<file path="config.mk">
export PLATFORM = sky130hd
export DESIGN_NAME = onehot_req_sched_flat
export DESIGN_NICKNAME = d
export VERILOG_FILES = /design/src/rtl/onehot_req_sched_if.sv /design/src/rtl/onehot_req_sched.sv /design/src/flat_wrapper.sv
export SDC_FILE = /design/constraint.sdc
export NUM_CORES = 1
export LEC_CHECK = 0
export ABC_AREA = 1
export CAP_MARGIN = 20
export CORE_ASPECT_RATIO = 0.75
export CORE_MARGIN = 10
export CORE_UTILIZATION = 36
export DETAILED_ROUTE_END_ITERATION = 12
export REMOVE_ABC_BUFFERS = 1
export SYNTH_ARGS = -nofsm -noshare
export SYNTH_HDL_FRONTEND = slang
export SYNTH_SLANG_ARGS = --single-unit
</file>
<file path="constraint.sdc">
create_clock -name clk -period 3.6 [get_ports clk]
set_input_delay 0.54 -clock clk [delete_from_list [all_inputs] [get_ports clk]]
set_output_delay 0.54 -clock clk [all_outputs]
set_load 0.005 [all_outputs]
</file>
<file path="src/rtl/onehot_req_sched_if.sv">
// Request/grant bundle between the request source, the scheduler and the 8:3 encoder.
// The master side drives requests, mask and ready; the slave side (scheduler) returns the one-hot pick.
interface onehot_req_sched_if;
  logic [7:0] req_in;
  logic [7:0] mask;
  logic       out_ready;
  logic [7:0] onehot_out;
  logic       out_valid;
  logic [7:0] pending;
  logic [3:0] pend_cnt;

  modport master (
    output req_in, mask, out_ready,
    input  onehot_out, out_valid, pending, pend_cnt
  );

  modport slave (
    input  req_in, mask, out_ready,
    output onehot_out, out_valid, pending, pend_cnt
  );
endinterface

</file>
<file path="src/rtl/onehot_req_sched.sv">
// Sticky request capture with round-robin or fixed-priority pick, presented as a
// registered strictly one-hot vector under valid/ready for the 8:3 encoder.
module onehot_req_sched #(
  parameter int N  = 8,
  parameter bit RR = 1'b1
) (
  input logic              clk,
  input logic              rst,
  onehot_req_sched_if.slave bus
);
  localparam int IW = $clog2(N);
  localparam int CW = $clog2(N + 1);

  logic [N-1:0]  pend_p0;
  logic [N-1:0]  onehot_p0;
  logic          vld_p0;
  logic [IW-1:0] ptr_p0;

  logic          hs;
  logic          load;
  logic [N-1:0]  clr;
  logic [N-1:0]  pend_next;
  logic [N-1:0]  eligible;
  logic [N-1:0]  pick_vec;
  logic [IW-1:0] acc_idx;
  logic [IW-1:0] acc_next;
  logic [IW-1:0] search_base;

  function automatic logic [IW-1:0] encode(input logic [N-1:0] v);
    logic [IW-1:0] idx;
    idx = '0;
    for (int i = 0; i < N; i++)
      if (v[i]) idx = IW'(i);
    return idx;
  endfunction

  // Walks offsets high to low so the last hit kept is the nearest to base.
  function automatic logic [N-1:0] pick(input logic [N-1:0] elig, input logic [IW-1:0] base);
    logic [N-1:0]  res;
    logic [IW-1:0] idx;
    res = '0;
    for (int i = N - 1; i >= 0; i--) begin
      idx = base + IW'(i);
      if (elig[idx]) begin
        res      = '0;
        res[idx] = 1'b1;
      end
    end
    return res;
  endfunction

  function automatic logic [CW-1:0] popcount(input logic [N-1:0] v);
    logic [CW-1:0] cnt;
    cnt = '0;
    for (int i = 0; i < N; i++)
      cnt = cnt + CW'(v[i]);
    return cnt;
  endfunction

  always_comb begin
    hs          = vld_p0 & bus.out_ready;
    clr         = hs ? onehot_p0 : '0;
    pend_next   = (pend_p0 & ~clr) | bus.req_in;
    load        = ~vld_p0 | hs;
    eligible    = pend_next & bus.mask;
    acc_idx     = encode(onehot_p0);
    acc_next    = acc_idx + IW'(1);
    // A reload on handshake searches from the advanced pointer, so the
    // bit just granted goes to the back of the queue in the same edge.
    search_base = RR ? (hs ? acc_next : ptr_p0) : '0;
    pick_vec    = pick(eligible, search_base);
  end

  // ---- output stage p0 ----
  always_ff @(posedge clk) begin
    if (rst) begin
      pend_p0   <= '0;
      onehot_p0 <= '0;
      vld_p0    <= 1'b0;
      ptr_p0    <= '0;
    end else begin
      pend_p0 <= pend_next;
      if (load) begin
        onehot_p0 <= pick_vec;
        vld_p0    <= |eligible;
      end
      if (hs)
        ptr_p0 <= acc_next;
    end
  end

  assign bus.onehot_out = onehot_p0;
  assign bus.out_valid  = vld_p0;
  assign bus.pending    = pend_p0;
  assign bus.pend_cnt   = popcount(pend_p0);
endmodule

</file>
<file path="src/flat_wrapper.sv">
// flat-port wrapper written by rule: the top's interface ports become plain ports
module onehot_req_sched_flat 
#(
  parameter int N  = 8,
  parameter bit RR = 1'b1
)
  (clk, rst, bus_req_in, bus_mask, bus_out_ready, bus_onehot_out, bus_out_valid, bus_pending, bus_pend_cnt);
  onehot_req_sched_if bus_i ();
  input logic clk;
  input logic rst;
  input wire logic [$bits(bus_i.req_in)-1:0] bus_req_in;
  input wire logic [$bits(bus_i.mask)-1:0] bus_mask;
  input wire logic [$bits(bus_i.out_ready)-1:0] bus_out_ready;
  output wire logic [$bits(bus_i.onehot_out)-1:0] bus_onehot_out;
  output wire logic [$bits(bus_i.out_valid)-1:0] bus_out_valid;
  output wire logic [$bits(bus_i.pending)-1:0] bus_pending;
  output wire logic [$bits(bus_i.pend_cnt)-1:0] bus_pend_cnt;
  assign bus_i.req_in = bus_req_in;
  assign bus_i.mask = bus_mask;
  assign bus_i.out_ready = bus_out_ready;
  assign bus_onehot_out = bus_i.onehot_out;
  assign bus_out_valid = bus_i.out_valid;
  assign bus_pending = bus_i.pending;
  assign bus_pend_cnt = bus_i.pend_cnt;
  onehot_req_sched #(.N(N), .RR(RR)) u_core (.clk(clk), .rst(rst), .bus(bus_i));
endmodule
</file>
Word level (Yosys, flattened, before mapping)
Cells that the tools add are included.

word-level totals
  register bits = 20
  bits of input ports = 19
  output and inout bits = 21
  word-level logic and storage cells = 100

operators by class
  add/subtract/negate cells = 15
  $lt $le $gt $ge = 16
  multiplexer cells = 49
  bitwise logic cells = 7
  reduce and logical (&&, ||, !) cells = 9

operators by type and width
  cell                 count
  $mux 8               9
  $lt 3x4->1 const B   8
  $add 4x1->4          6
  $bmux 1 s3           8
  $demux 1 s3          8
  $ge 3x1->1 const B   8
  $mux 1               17
  $and 8x8->8          2
  $mux 3               5
  $add 3x3->3 const B  4
  $logic_and 1x1->1    8
  $not 8->8            1
  $or 8x8->8           1
  $reduce_or 8->1      1
  $add 3x1->3 const B  2
  $add 3x2->3 const B  2
  $mux 2               2
  $add 1x1->2          1
  $and 1x1->1          1
  $not 1->1            1
  $or 1x1->1           1

Longest topological paths before layout
Gate-level depths: netlist (run 1).

  depth after elaboration = 22
  depth in mapped cells = 28

Worst setup path before layout (run 1)
No wires, ideal clock.

  path type = register -> output
  start = register u_core.pend_p0[0] (netlist: u_core.bus.pending[0])
  end = output port bus_pend_cnt[1]
  arrival time = 2.493 ns
  path slack = 0.567 ns
  stages on the path, launching flop included = 10
  buffers on the path = 0
  path through = dfxtp_1 -> ha_1 -> inv_1 -> fa_1 -> fa_1 -> inv_1 -> fa_1 -> inv_1 -> fa_1 -> inv_1

between the ends
  word-level cells in the longest chain between the ends = 7

ends and longest elaborated chain
  what                       line                    text
  start, declared            onehot_req_sched.sv:14  logic [N-1:0] pend_p0;
  start signal, assigned     onehot_req_sched.sv:82  pend_p0 <= pend_next;
  $add 1x1->2                onehot_req_sched.sv:56  cnt = cnt + CW'(v[i]);
  $add 4x1->4 (6 in series)  onehot_req_sched.sv:56
  end, declared              flat_wrapper.sv:17      output wire logic [$bits(bus_i.pend_cnt)-1:0] bus_pend_cnt;

Every way passes these cells.

Worst setup path in the final report (run 1)
  start = register u_core.pend_p0[0] (netlist: u_core.bus.pending[0])
  end = output port bus_pend_cnt[3]

The elaborated chain is that of the path after synthesis.

==> results_dict.tcl, run 1 <==
set metrics [dict create \
    overflow 0 \
    diodes 0 \
    clock_latency_ps 270 \
    die_w_um 119 \
    clock_sinks 20 \
    tightest_slew_ps 578 \
    numCtsBuffers 3 \
    setup.worst_path.end_class "output pin" \
    yosysSeqAreaShare 0.152 \
    hp-class "flop to flop" \
    critPathLaunchType "flop" \
    drv_slew 0 \
    postCtsHoldBufs 0 \
    status "complete, no violations" \
    cts_buffer_depth 2 \
    io_pins 40 \
    synth_top_area_frac 0.195 \
    dr.first_iter.drc_count 246 \
    grt_start_max_net_pins 29 \
    slew_headroom 0.614 \
    arrival_ps 2970 \
    dp.final_hpwl_um 7180 \
    ir_worst_vdd_v 0.000550 \
    critPathMaxFanout 2 \
    drt_wl_total_um 8830 \
    crit_required_ps 3060 \
    ys_seq_elements 20 \
    yosysTopAreaCell "nand2_1" \
    ys_warn_count 0 \
    power.leakage_nw 1.72 \
    pre_cts_slack_ps 9.81 \
    power.density_mw_per_mm2 923 \
    synth_edf_count 0 \
    area_growth_pct 23.8 \
    netlist_area_mm2 0.00264 \
    fin_crit_sh 0.974 \
    finalHoldViolCount 0 \
    path_clk_slew_ps 80 \
    critical_path_class "flop to output pin" \
    start_util 0.379 \
    numPortBuffers 39 \
    maxCapViolations 0 \
    grt_pass1_wl_um 14700 \
    drc 0 \
    cts_max_level 1 \
    first_global_vias 2809 \
    yosysUniqueCellTypes 36 \
    finalSetupTns_ps 0 \
    placed_cells 597 \
    setup_viol 0 \
    antenna_found_initial 0 \
    r2r_slack_ps 370 \
    ant_nets 0 \
    async_flop_share 0 \
    die_area_mm2 0.0112 \
    vias 2985 \
    setup_ws_ps 94.3 \
    syn_area_per_cell_um2 5.79 \
    dieHeight_um 94.1 \
    firstDrtPassIters 5 \
    cts_root_buf "clkbuf_8" \
    place.gp.congestion 0.992 \
    nets 533 \
    grtUsageTotal 0.159 \
    finClkSkew_ps 5.21 \
    routed_via_density 4.96 \
    num_rows 26 \
    drive_gt1_frac 0.153 \
    ys.flop_type "dfxtp_1" \
    cts_tree "yes" \
    synth_top_cells_by_area "nand2_1 19%, dfxtp_1 15%, inv_1 11%" \
    fillers 767 \
    min_period_ps 3510 \
    wl_per_cell_um 14.7 \
    core_mm2 0.00696 \
    final_cells 602 \
    synthCells 456 \
    fmax_mhz 285 \
]
## worst max-delay path, stage by stage, from the launching register on
cell,delay (ps)
dfxtp_2,340
ha_4,260
inv_2,30
fa_1,460
fa_1,490
inv_1,60
fa_2,360
buf_4,140
nand3_1,70
nand2_1,50
clkdlybuf4s50_1,440
## metrics by stage
stage	hold WS, ps	util	power [mW]	instance area, µm²
6_report	538	0.469	3.02	3270
5_1_grt	587	0.469	3.34	3270
4_1_cts	540	0.466	2.96	3250
3_5_place_dp	528	0.456	2.73	3180
3_3_place_gp	529	0.456	2.74	3180
2_1_floorplan	487	-	1.97	2540
## kinds of logic (layout without fill, tap and decap cells)
kind of cell	Yosys count	after routing	share of synthesized area
AND/OR/NAND/NOR	260	260	0.473
buffers and inverters	96	144	0.157
AO/OA/AOI/OAI	69	69	0.150
flip-flops	20	20	0.152
adder cells (fa/ha/maj)	9	9	0.0541
XOR/XNOR	2	2	0.0138
## repair_timing
action,in CTS,in global routing
gates resized for setup,3,7
pin swaps,0,3
buffers inserted,0,1
setup endpoints to repair,2,2
## placed cells by master (no fill, tap or decap), types with 3 or more instances in the layout
master / n
o21ai_2: 4
clkbuf_8: 3
nand2_2: 11
clkdlybuf4s50_1: 37
nand2_4: 8
ha_1: 4
inv_1: 75
inv_2: 7
buf_4: 17
fa_1: 3
dfxtp_1: 18
a21oi_1: 12
nor3_1: 3
nand2_1: 137
nand3_2: 8
nor2_1: 29
a21oi_2: 5
o21ai_1: 10
nand3_1: 49
o21ai_0: 34
nand4_1: 7
## flip-flops by register name, indices dropped and copies added (netlist names)
signal	cells
u_core.ptr_p0	3
u_core.bus.pending	8
u_core.bus.out_valid	1
u_core.bus.onehot_out	8
## worst paths after layout
path / depth (start not counted) / from / endpoint
setup / recovery: 10 / u_core.bus.pending[0] / bus_pend_cnt[3]
hold / removal: 2 / u_core.bus.pending[4] / u_core.bus.pending[4]
setup reg to reg: 25 / u_core.bus.onehot_out[2] / u_core.bus.onehot_out[0]
hold reg to reg: 2 / u_core.bus.pending[4] / u_core.bus.pending[4]
## per-layer routing
layer / up-vias / wire, µm / track usage
met2: 99 / 3540 / 0.229
met5: - / 0 / 0
li1: 1532 / - / -
met1: 1346 / 4570 / 0.241
met3: 8 / 659 / 0.0264
met4: 0 / 58 / 0.0203
## final cells by class
class | count | area (µm²) | area share
Clock inverter | 1 | 30.0 | 0.00920
Sequential cell | 20 | 403 | 0.123
Inverter | 84 | 318 | 0.0973
Multi-Input combinational cell | 340 | 1840 | 0.563
Clock buffer | 3 | 41.3 | 0.0126
Timing Repair Buffer | 56 | 512 | 0.157
Tap cell | 98 | 123 | 0.0375
## power by group
part | leakage, nW | switching [mW] | total, mW | internal (mW)
combinational | 1.52 | 1.60 | 2.47 | 0.869
clock | 0.0357 | 0.0835 | 0.232 | 0.149
sequential | 0.167 | 0.0414 | 0.312 | 0.271
total | 1.72 | 1.73 | 3.02 | 1.29
## cell usage after synthesis (all sizes together), types with 2 or more instances
cell	count
clkbuf	3
or2	2
ha	5
nand4	7
nor3	3
a21oi	17
nand3	58
and2	4
fa	4
nor2	29
nand2	157
inv	83
dfxtp	20
o21ai	49
buf	9
Note: power is estimated with default switching activity, not from simulation.
==> run 2, diff against run 1 <==
--- a/config.mk
+++ b/config.mk
@@ -6,12 +6,12 @@
 export NUM_CORES = 1
 export LEC_CHECK = 0
 export ABC_AREA = 1
-export CAP_MARGIN = 20
 export CORE_ASPECT_RATIO = 0.75
 export CORE_MARGIN = 10
-export CORE_UTILIZATION = 36
+export CORE_UTILIZATION = 37
 export DETAILED_ROUTE_END_ITERATION = 12
 export REMOVE_ABC_BUFFERS = 1
 export SYNTH_ARGS = -nofsm -noshare
 export SYNTH_HDL_FRONTEND = slang
 export SYNTH_SLANG_ARGS = --single-unit
+export TNS_END_PERCENT = 10
==> run 2 against run 1 <==
- power down 2.8%
- flip-flop and latch count unchanged
- clock skew up 2.8 ps
- final cell count down 1.0%
- combinational power down 3%
- fmax up 0.42%
- critical path depth down 3
- utilization down 0.099 points
- non-clock buffer count down 6
- design area down 1.6%
- routed wire length down 4.6%
- count of clock-buffer cells in the layout unchanged
- critical endpoint is now bus_pend_cnt[0]
- largest power group unchanged
==> results_dict.tcl, run 2 (same netlist as run 1, synthesis figures left out) <==
set metrics [dict create \
    overflow 0 \
    clock_latency_ps 270 \
    drv_slew 0 \
    grt_start_max_net_pins 29 \
    r2r_end "u_core.bus.onehot_out[3]" \
    start_util 0.384 \
    fin_crit_sh 0.970 \
    postCtsHoldBufs 0 \
    cts_buffer_depth 2 \
    grt_util_met1 0.215 \
    nets 527 \
    drive_gt1_frac 0.139 \
    post_cts_buffers 0 \
    antenna_found_initial 0 \
    die_area_mm2 0.0109 \
    diodes 0 \
    reg2regPathDepth 23 \
    final_cells 596 \
    r2r_slack_ps 340 \
    firstDrtPassIters 5 \
    crit_chain "ha_1 -> inv_1 -> fa_1 -> fa_1 -> inv_1 -> fa_2 -> clkdlybuf4s50_1" \
    slew_headroom 0.619 \
    die_w_um 118 \
    dp.final_hpwl_um 6830 \
    utilization 0.468 \
    vias 3014 \
    cts_tree "yes" \
    min_to "u_core.bus.pending[2]" \
    fillers 759 \
    worstSetupStartpoint "u_core.bus.pending[0]" \
    post_dp_cell_area_mm2 0.00314 \
    grt_pass1_wl_um 14000 \
    placed_cells 592 \
    num_rows 26 \
    setup_viol 0 \
    finalHoldViolCount 0 \
    numCtsBuffers 3 \
    numPortBuffers 39 \
    first_global_vias 2700 \
    fmax_mhz 286 \
    setup_ws_ps 109 \
    power.density_mw_per_mm2 913 \
    clock_sinks 20 \
    cpPeakStageDelay_ps 510 \
    finalSetupTns_ps 0 \
    min_from "u_core.bus.pending[2]" \
    finish.instance_area_mm2 0.00321 \
    final_cell_mix "136 x nand2_1, 77 x inv_1, 49 x nand3_1" \
    timing.rr.start "u_core.bus.onehot_out[2]" \
    io_pins 40 \
    status "complete, no violations" \
    dieHeight_um 93.1 \
    drc 0 \
    setup.worst_path.end_class "output pin" \
    path_clk_slew_ps 80 \
    wl_per_cell_um 14.1 \
    routed_via_density 5.06 \
    core_mm2 0.00686 \
    hold_slack_ps 537 \
    dr.first_iter.drc_count 207 \
    cts_root_buf "clkbuf_8" \
    grt-busiest-layer "met2" \
    power.leakage_nw 1.69 \
    hp-class "flop to flop" \
    area_growth_pct 21.8 \
    critPathSlowestCell "fa_1" \
    min_period_ps 3490 \
    arrival_ps 2950 \
    ir_worst_vdd_v 0.000323 \
    grt_use_met3 0.0240 \
    crit_required_ps 3060 \
    critPathMaxFanout 2 \
    power_mw 2.93 \
    hold_depth 2 \
    pre_cts_slack_ps 14.6 \
    met2_usage 0.236 \
    ant_nets 0 \
    tightest_slew_ps 570 \
    critPathLaunchType "flop" \
    cts_max_level 1 \
    place.gp.congestion 0.953 \
    grtUsageTotal 0.150 \
    drt_wl_total_um 8430 \
    maxCapViolations 0 \
    finClkSkew_ps 7.98 \
    layout_commonest_cell "nand2_1" \
    critical_path_class "flop to output pin" \
]
==> run 2: where the power goes <==
group	switching, mW	internal, mW	leakage, nW	total [mW]
sequential	0.0452	0.270	0.167	0.316
clock	0.0816	0.149	0.0357	0.230
combinational	1.56	0.831	1.49	2.39
==> run 2: area by class of cell <==
cell class	count	area [µm²]	area share
Clock buffer	3	41.3	0.0129
Clock inverter	1	30.0	0.00935
Inverter	84	318	0.0989
Multi-Input combinational cell	340	1830	0.570
Sequential cell	20	402	0.125
Tap cell	98	123	0.0382
Timing Repair Buffer	50	468	0.146
==> run 2: what timing repair did <==
action | CTS | global route
endpoints found under the setup margin | 2 | 6
hold endpoints to repair | 0 | 0
gates resized for setup | 3 | 6
pin swaps | 0 | 3
==> run 2: how the worst max path moves through the flow <==
stage / endpoint / slack, ps
global route: bus_pend_cnt[1] / -0.06
global placement: bus_pend_cnt[1] / 60
detailed placement: bus_pend_cnt[1] / 10
finish: bus_pend_cnt[0] / 110
CTS: bus_pend_cnt[1] / 50
floorplan: u_core.bus.onehot_out[0] / 270
==> run 2: worst max-delay path: cells and delay by family (launching register included) <==
kind,cells,cell delay [ps]
buf+inv,3,640
flops,1,330
fa+ha+maj,4,1740
==> run 2: routing by layer <==
metal / wire length [µm] / up-vias
met3: 696 / 4
met5: 0 / -
li1: - / 1522
met2: 3570 / 120
met4: 34 / 0
met1: 4130 / 1368
==> run 3, diff against run 2 <==
--- a/config.mk
+++ b/config.mk
@@ -6,6 +6,7 @@
 export NUM_CORES = 1
 export LEC_CHECK = 0
 export ABC_AREA = 1
+export CAP_MARGIN = 20
 export CORE_ASPECT_RATIO = 0.75
 export CORE_MARGIN = 10
 export CORE_UTILIZATION = 37
==> results of run 3 <==
Final layout, timing and power as in run 2 (identical DEF).
